**config.mk**
```make
export PLATFORM = sky130hd
export DESIGN_NAME = serv_gpu_dbus_arb
export DESIGN_NICKNAME = d
export VERILOG_FILES = /design/src/rtl/serv_gpu_dbus_arb.sv
export SDC_FILE = /design/constraint.sdc
export NUM_CORES = 1
export LEC_CHECK = 0
export CORE_AREA = 2 2 164 166
export DETAILED_ROUTE_END_ITERATION = 7
export DIE_AREA = 0 0 166 168
export PLACE_DENSITY = 0.67
export SLEW_MARGIN = 25
export SYNTH_ARGS = -nofsm -noshare
export SYNTH_HDL_FRONTEND = slang
export SYNTH_SLANG_ARGS = --single-unit
```
**constraint.sdc**
```tcl
create_clock -name clk -period 3 [get_ports clk]
set_clock_uncertainty 0.15 [all_clocks]
set_input_delay 0.45 -clock clk [delete_from_list [all_inputs] [get_ports clk]]
set_output_delay 0.45 -clock clk [all_outputs]
set_load 0.03 [all_outputs]
```
**src/rtl/serv_gpu_dbus_arb.sv**
```systemverilog
// serv_gpu_dbus_arb
// -----------------------------------------------------------------------------
// Shared data-bus arbiter for the multi-core SERV GPU array. NUM_CORES
// Wishbone-style SERV data ports share one data memory. Grants are round-robin
// and only one access is in flight at a time. Two MMIO words are decoded
// locally and never reach memory:
//   DONE_ADDR    - write sets the caller's sticky done flag, read returns o_done
//   BARRIER_ADDR - holds the caller until every still-running core has arrived
//
// Optional feature macro: SERV_GPU_BARRIER_EN
//   defined   : BARRIER_ADDR is decoded and the barrier release logic exists
//   undefined : BARRIER_ADDR is an ordinary memory address, no barrier state
//
// Ports
//   clk, rst          clock, synchronous active-high reset
//   i_cyc/i_we        per-core request / write enable (request held until ack)
//   i_adr/i_dat       per-core address / write data, core k at [32k+:32]
//   i_sel             per-core byte selects, core k at [4k+:4]
//   o_ack             one-cycle per-core acknowledge
//   o_rdt             read data broadcast to all cores, valid with o_ack
//   o_mem_en          one-cycle memory strobe
//   o_mem_we/adr/dat/sel  memory command, valid while o_mem_en is high
//   i_mem_rdt         memory read data, valid MEM_LATENCY cycles after strobe
//   o_done/o_all_done sticky per-core done flags and their AND
//   o_gnt_idx         index of the currently granted core
// -----------------------------------------------------------------------------
module serv_gpu_dbus_arb #(
    parameter int unsigned NUM_CORES    = 4,
    parameter int unsigned MEM_LATENCY  = 1,
    parameter logic [31:0] DONE_ADDR    = 32'hFFFF_FFFC,
    parameter logic [31:0] BARRIER_ADDR = 32'hFFFF_FFF8,
    localparam int unsigned IW = (NUM_CORES > 1) ? $clog2(NUM_CORES) : 1
) (
    input  logic                      clk,
    input  logic                      rst,
    input  logic [NUM_CORES-1:0]      i_cyc,
    input  logic [NUM_CORES-1:0]      i_we,
    input  logic [32*NUM_CORES-1:0]   i_adr,
    input  logic [32*NUM_CORES-1:0]   i_dat,
    input  logic [4*NUM_CORES-1:0]    i_sel,
    output logic [NUM_CORES-1:0]      o_ack,
    output logic [31:0]               o_rdt,
    output logic                      o_mem_en,
    output logic                      o_mem_we,
    output logic [31:0]               o_mem_adr,
    output logic [31:0]               o_mem_dat,
    output logic [3:0]                o_mem_sel,
    input  logic [31:0]               i_mem_rdt,
    output logic [NUM_CORES-1:0]      o_done,
    output logic                      o_all_done,
    output logic [IW-1:0]             o_gnt_idx
);

    localparam logic [1:0] S_IDLE   = 2'd0;
    localparam logic [1:0] S_ACCESS = 2'd1;
    localparam logic [1:0] S_WAIT   = 2'd2;
    localparam logic [1:0] S_ACK    = 2'd3;

    localparam logic [2:0] LAT_LAST = 3'(MEM_LATENCY - 1);
    localparam logic [NUM_CORES-1:0] ALL_ONES = {NUM_CORES{1'b1}};
    localparam logic [NUM_CORES-1:0] NO_CORES = {NUM_CORES{1'b0}};

    // Registered state and outputs
    logic [1:0]           state_q,   state_d;
    logic [IW-1:0]        gnt_q,     gnt_d;
    logic [IW-1:0]        rr_ptr_q,  rr_ptr_d;
    logic [NUM_CORES-1:0] arrived_q, arrived_d;
    logic [NUM_CORES-1:0] mask_q;
    logic [NUM_CORES-1:0] done_q,    done_d;
    logic                 all_done_q;
    logic [NUM_CORES-1:0] ack_q,     ack_d;
    logic [31:0]          rdt_q,     rdt_d;
    logic [2:0]           lat_cnt_q, lat_cnt_d;
    logic                 mem_en_q,  mem_en_d;
    logic                 mem_we_q,  mem_we_d;
    logic [31:0]          mem_adr_q, mem_adr_d;
    logic [31:0]          mem_dat_q, mem_dat_d;
    logic [3:0]           mem_sel_q, mem_sel_d;

    // Combinational helpers
    logic [NUM_CORES-1:0] elig_s;
    logic                 found_s;
    logic [IW-1:0]        pick_s;
    logic [31:0]          idx_s;
    logic [31:0]          pick_adr_s;
    logic                 pick_mmio_s;
    logic [31:0]          g_adr_s;
    logic                 g_we_s;
    logic                 g_is_done_s;
    logic [IW-1:0]        rr_next_s;
`ifdef SERV_GPU_BARRIER_EN
    logic                 g_is_bar_s;
    logic [NUM_CORES-1:0] arrived_set_s;
    logic [NUM_CORES-1:0] arrived_next_s;
`endif

    function automatic logic is_done_addr(input logic [31:0] adr);
        return (adr == DONE_ADDR);
    endfunction

    function automatic logic is_mmio_addr(input logic [31:0] adr);
`ifdef SERV_GPU_BARRIER_EN
        return (adr == DONE_ADDR) || (adr == BARRIER_ADDR);
`else
        return (adr == DONE_ADDR);
`endif
    endfunction

    // A core that was just acked (this cycle or the last) still shows its old
    // cyc, so it is kept out of arbitration until it can have dropped it.
    assign elig_s = i_cyc & ~arrived_q & ~mask_q & ~ack_q;

    // Round-robin pick: first eligible core at or above rr_ptr, with wrap
    always_comb begin
        found_s = 1'b0;
        pick_s  = {IW{1'b0}};
        idx_s   = 32'd0;
        for (int i = 0; i < int'(NUM_CORES); i++) begin
            idx_s = 32'(rr_ptr_q) + 32'(i);
            if (idx_s >= 32'(NUM_CORES)) begin
                idx_s = idx_s - 32'(NUM_CORES);
            end else begin
                idx_s = idx_s;
            end
            if (!found_s && elig_s[idx_s[IW-1:0]]) begin
                found_s = 1'b1;
                pick_s  = idx_s[IW-1:0];
            end else begin
                found_s = found_s;
            end
        end
    end

    assign pick_adr_s  = i_adr[32'd32 * 32'(pick_s) +: 32];
    assign pick_mmio_s = is_mmio_addr(pick_adr_s);
    assign g_adr_s     = i_adr[32'd32 * 32'(gnt_q) +: 32];
    assign g_we_s      = i_we[gnt_q];
    assign g_is_done_s = is_done_addr(g_adr_s);
`ifdef SERV_GPU_BARRIER_EN
    assign g_is_bar_s  = (g_adr_s == BARRIER_ADDR);
`endif
    assign rr_next_s   = (gnt_q == IW'(NUM_CORES - 1)) ? {IW{1'b0}} : gnt_q + IW'(1'b1);

    // Next-state logic: access FSM, then barrier release layered on top
    always_comb begin
        state_d   = state_q;
        gnt_d     = gnt_q;
        rr_ptr_d  = rr_ptr_q;
        done_d    = done_q;
        ack_d     = NO_CORES;
        rdt_d     = rdt_q;
        lat_cnt_d = lat_cnt_q;
        mem_en_d  = 1'b0;
        mem_we_d  = mem_we_q;
        mem_adr_d = mem_adr_q;
        mem_dat_d = mem_dat_q;
        mem_sel_d = mem_sel_q;
`ifdef SERV_GPU_BARRIER_EN
        arrived_set_s = NO_CORES;
`endif
        case (state_q)
            S_IDLE: begin
                if (found_s) begin
                    gnt_d   = pick_s;
                    state_d = S_ACCESS;
                    // The strobe is registered, so it is launched here to be
                    // high during the ACCESS cycle.
                    if (!pick_mmio_s) begin
                        mem_en_d  = 1'b1;
                        mem_we_d  = i_we[pick_s];
                        mem_adr_d = pick_adr_s;
                        mem_dat_d = i_dat[32'd32 * 32'(pick_s) +: 32];
                        mem_sel_d = i_sel[32'd4 * 32'(pick_s) +: 4];
                    end else begin
                        mem_en_d = 1'b0;
                    end
                end else begin
                    state_d = S_IDLE;
                end
            end
            S_ACCESS: begin
                if (g_is_done_s) begin
                    if (g_we_s) begin
                        done_d[gnt_q] = 1'b1;
                    end else begin
                        rdt_d = 32'(done_q);
                    end
                    ack_d[gnt_q] = 1'b1;
                    state_d      = S_ACK;
`ifdef SERV_GPU_BARRIER_EN
                end else if (g_is_bar_s) begin
                    arrived_set_s[gnt_q] = 1'b1;
                    state_d              = S_IDLE;
`endif
                end else begin
                    lat_cnt_d = 3'd0;
                    state_d   = S_WAIT;
                end
            end
            S_WAIT: begin
                if (lat_cnt_q == LAT_LAST) begin
                    rdt_d        = i_mem_rdt;
                    ack_d[gnt_q] = 1'b1;
                    state_d      = S_ACK;
                end else begin
                    lat_cnt_d = lat_cnt_q + 3'd1;
                end
            end
            S_ACK: begin
                rr_ptr_d = rr_next_s;
                state_d  = S_IDLE;
            end
            default: begin
                state_d = S_IDLE;
            end
        endcase

`ifdef SERV_GPU_BARRIER_EN
        // Release is judged on next-state arrived/done so that the last
        // arrival (or a DONE write that completes the set) releases in the
        // following cycle. Arrivals only happen in ACCESS, so the zeroed read
        // data never collides with a memory read ack.
        arrived_next_s = arrived_q | arrived_set_s;
        if ((arrived_next_s != NO_CORES) && ((arrived_next_s | done_d) == ALL_ONES)) begin
            ack_d     = ack_d | arrived_next_s;
            rdt_d     = 32'd0;
            arrived_d = NO_CORES;
        end else begin
            arrived_d = arrived_next_s;
        end
`else
        arrived_d = NO_CORES;
`endif
    end

    // State and output registers with synchronous reset
    always_ff @(posedge clk) begin
        if (rst) begin
            state_q    <= S_IDLE;
            gnt_q      <= {IW{1'b0}};
            rr_ptr_q   <= {IW{1'b0}};
            arrived_q  <= NO_CORES;
            mask_q     <= NO_CORES;
            done_q     <= NO_CORES;
            all_done_q <= 1'b0;
            ack_q      <= NO_CORES;
            rdt_q      <= 32'd0;
            lat_cnt_q  <= 3'd0;
            mem_en_q   <= 1'b0;
            mem_we_q   <= 1'b0;
            mem_adr_q  <= 32'd0;
            mem_dat_q  <= 32'd0;
            mem_sel_q  <= 4'd0;
        end else begin
            state_q    <= state_d;
            gnt_q      <= gnt_d;
            rr_ptr_q   <= rr_ptr_d;
            arrived_q  <= arrived_d;
            mask_q     <= ack_q;
            done_q     <= done_d;
            all_done_q <= &done_d;
            ack_q      <= ack_d;
            rdt_q      <= rdt_d;
            lat_cnt_q  <= lat_cnt_d;
            mem_en_q   <= mem_en_d;
            mem_we_q   <= mem_we_d;
            mem_adr_q  <= mem_adr_d;
            mem_dat_q  <= mem_dat_d;
            mem_sel_q  <= mem_sel_d;
        end
    end

    assign o_ack      = ack_q;
    assign o_rdt      = rdt_q;
    assign o_mem_en   = mem_en_q;
    assign o_mem_we   = mem_we_q;
    assign o_mem_adr  = mem_adr_q;
    assign o_mem_dat  = mem_dat_q;
    assign o_mem_sel  = mem_sel_q;
    assign o_done     = done_q;
    assign o_all_done = all_done_q;
    assign o_gnt_idx  = gnt_q;

endmodule

```
==> results.txt <==
final instance area = 14910 um^2
DR vias = 9954
fin crit period = 3467 ps
CP Capture Type = register
DR iter-0 viols = 747
port bufs = 426
Flop pwr share = 23.6%
fill cell count = 2416
Area after DPL = 13340 um^2
prevailing post-synth register cell = dfxtp_1
Power Density = 640.2 nW/um^2
Yosys reg bits = 124
synthesized area = 7750 um^2
all-layer global routing usage = 25.94%
Data required, critical path = 3150 ps
post-synthesis sequential area ratio = 32.03%
Worst Max-Slew Pin Slew = 507.8 ps
Synth top area share = 32.03%
DP Worst Slack = -939.5 ps
CTS H-tree depth = 4
Comb power frac = 54.2%
Netlist cell types = 47
# clock sinks = 124
cells after synthesis = 1019
Worst Setup Start Kind = register
status = finished with violations
RSZ-0062 raised after global routing = yes
Max Cap Viol = 0
CP dominant cell by count = buf_4
Core ar. = 26350 um^2
cell at the slowest stage of the critical path = or3b_4
vias in the first global route = 9894
die height = 168 um
Int Pwr = 5763 uW
CP bufs+invs = 5
failing checks = setup timing
die area = 27890 um^2
DP Cell Count = 1855
TritonCTS buffer count = 17
fin crit share = 115.6%
Setup WS post-layout = -467.3 ps
root buffer cell = clkbuf_16
wire per inst = 19.49 um
NumNets Final = 1912
EDFF count, synth = 0
gpl congestion = 0.9830
cell taking the most area after synthesis = dfxtp_1
switching power share of the total = 39.64%
Finish-stage setup viols = 70
top-count cell post-synth = nand2_1
CP Class = register to register
share of cells above drive strength 1 = 19.06%
Net Count, Synth = 1344
YS warnings = 0
I/O pin count = 427
Final Max Tran Viols = 0
Max IR drop VDD = 0.3979 mV
Static Leak = 0.006052 uW
final instance count without filler cells = 1942
fmax = 0.2884 GHz
DP HPWL = 28120 um
most instantiated cells after synthesis = nand2_1, dfxtp_1, a21oi_1
largest net degree at the start of global routing = 104
NetSw = 3785 uW
R2R Setup Slk = -470 ps
GRT Residual Overflow = 0
Core Util, Final = 56.60%
Via density = 5.126
worst path cell trace = or3b_4 > buf_6 > o211ai_1 > and3_4 > buf_4 > a21oi_1 > a22oi_1 > nand4_1 > nor4_2 > buf_4 > a21oi_4 > buf_12 > buf_16 > mux2i_1
CTS tree = built
Syn Area/Cell = 7.605 um^2
DRT Pass-1 Iters = 5
FP Rows = 60
CP max FO = 18
Post-DRT Antenna Nets = 0
Hold Violations, Final = 0
Max Root-Sink Buffers = 2
hold_buf cts = 0
CP delay by family, top = simple AND/OR/NAND/NOR gates
initial antenna violation count = 1
Slew HR = 65.79%
Die Width = 166 um
global-route wire length before repair = 56720 um
ys async rst share = 0%
Clock transition at path regs = 60 ps
Detailed Route WL = 37840 um
CP arrival = 3620 ps
Worst path max stage delay = 450 ps
Residual DRC = 0
worst skew pair latency = 410 ps
Layout area overhead = 92.43%
Synth area leaders = dfxtp_1, nand2_1, mux2i_1, nand2b_1, a21oi_1
Clk pwr share = 22.2%
HP Class = register to register
Initial Util = 29.41%
-- worst reg2reg max path: stages, from the launching register on --
cell and delay (ps):
dfxtp_2 320, or3b_4 450, buf_6 140, o211ai_1 160, and3_4 380, buf_4 200
a21oi_1 80, a22oi_1 270, nand4_1 170, nor4_2 330, buf_4 190, a21oi_4 50
buf_12 150, buf_16 170, mux2i_1 140
-- path summary, 6_finish.rpt --
kind / startpoint / end / depth (start not counted)
max reg2reg: o_ack[3]$_SDFF_PP0_ / o_mem_adr[12]$_SDFFE_PP0P_ / 14
min: o_rdt[30]$_SDFFE_PP0P_ / o_rdt[30]$_SDFFE_PP0P_ / 2
min reg2reg: o_rdt[30]$_SDFFE_PP0P_ / o_rdt[30]$_SDFFE_PP0P_ / 2
max: o_ack[3]$_SDFF_PP0_ / o_mem_adr[12]$_SDFFE_PP0P_ / 14
-- final cells by class --
class                           count  area [um^2]  share of cell area [%]
Antenna cell                        1        2.502                 0.01678
Clock buffer                       17        425.4                   2.853
Clock inverter                     15        173.9                   1.166
Inverter                            9        33.78                  0.2265
Multi-Input combinational cell    804         5126                   34.37
Sequential cell                   124         2485                   16.66
Tap cell                          341        426.7                   2.861
Timing Repair Buffer              631         6240                   41.84
-- layer usage --
layer	GRT usage (%)	share of wire, %	vias up
met1	31.51	42	4674
met2	45.35	48	471
li1	-	-	4725
met4	9.641	3.6	0
met3	5.242	6.5	84
met5	0	0	-
-- layout by cell type (no fill, tap or decap), types with 26 or more instances in the layout --
| master | synthesis | routed |
|---|---|---|
| and3_1 | 41 | 39 |
| a311o_1 | 37 | 37 |
| dfxtp_1 | 124 | 122 |
| nand3_1 | 35 | 35 |
| a21oi_1 | 105 | 94 |
| nor2_1 | 26 | 26 |
| mux2i_1 | 73 | 73 |
| buf_4 | 6 | 165 |
| clkdlybuf4s50_1 | 0 | 421 |
| nand4_1 | 29 | 29 |
| nand2b_1 | 98 | 98 |
| nand2_1 | 253 | 251 |
-- logic make-up (layout without fill, tap and decap cells) --
family | Yosys count | count (layout) | synth area share [%]
AOI/OAI and AO/OA | 190 | 190 | 16.27
and+or+nand+nor | 523 | 525 | 33.44
adders and majority gates | 11 | 11 | 1.776
muxes | 78 | 78 | 10.30
DFF | 124 | 124 | 32.03
buffers and inverters | 93 | 672 | 6.183
other | 0 | 1 | 0
-- registers in the layout, indices dropped and copies added, names as in the netlist, 2 cells and up --
signal / cells
state_q: 2
o_gnt_idx: 2
o_mem_adr: 32
lat_cnt_q: 3
mask_q: 4
o_ack: 4
o_rdt: 32
o_mem_sel: 4
rr_ptr_q: 2
o_done: 4
o_mem_dat: 32
-- power groups by stage --
stage | Clock (uW) | Sequential (uW) | Combinational, uW
after floorplan | 0 | 2890 | 1810
after global placement | 0 | 2280 | 4440
after detailed placement | 0 | 2290 | 4460
after CTS | 2170 | 2250 | 5120
after global routing | 2250 | 2290 | 5460
final | 2120 | 2250 | 5180
-- through the flow --
step | hold WS, ps | total power (uW) | setup TNS [ps]
detailed placement | 293.7 | 6747 | -69910
floorplan | 295.2 | 4694 | 0
global route | 315.6 | 9992 | -35310
finish | 300.4 | 9548 | -29290
CTS | 298.9 | 9545 | -18210
global placement | 287.7 | 6721 | -68140
-- timing repair --
| item | 4_1_cts | 5_1_grt |
|---|---|---|
| gates resized for setup | 74 | 15 |
| buffers inserted | 40 | 6 |
| setup endpoints to repair | 70 | 83 |
| pin swaps | 35 | 21 |
| gates cloned | 10 | 0 |
No activity file was read; power rests on OpenSTA's default activity.
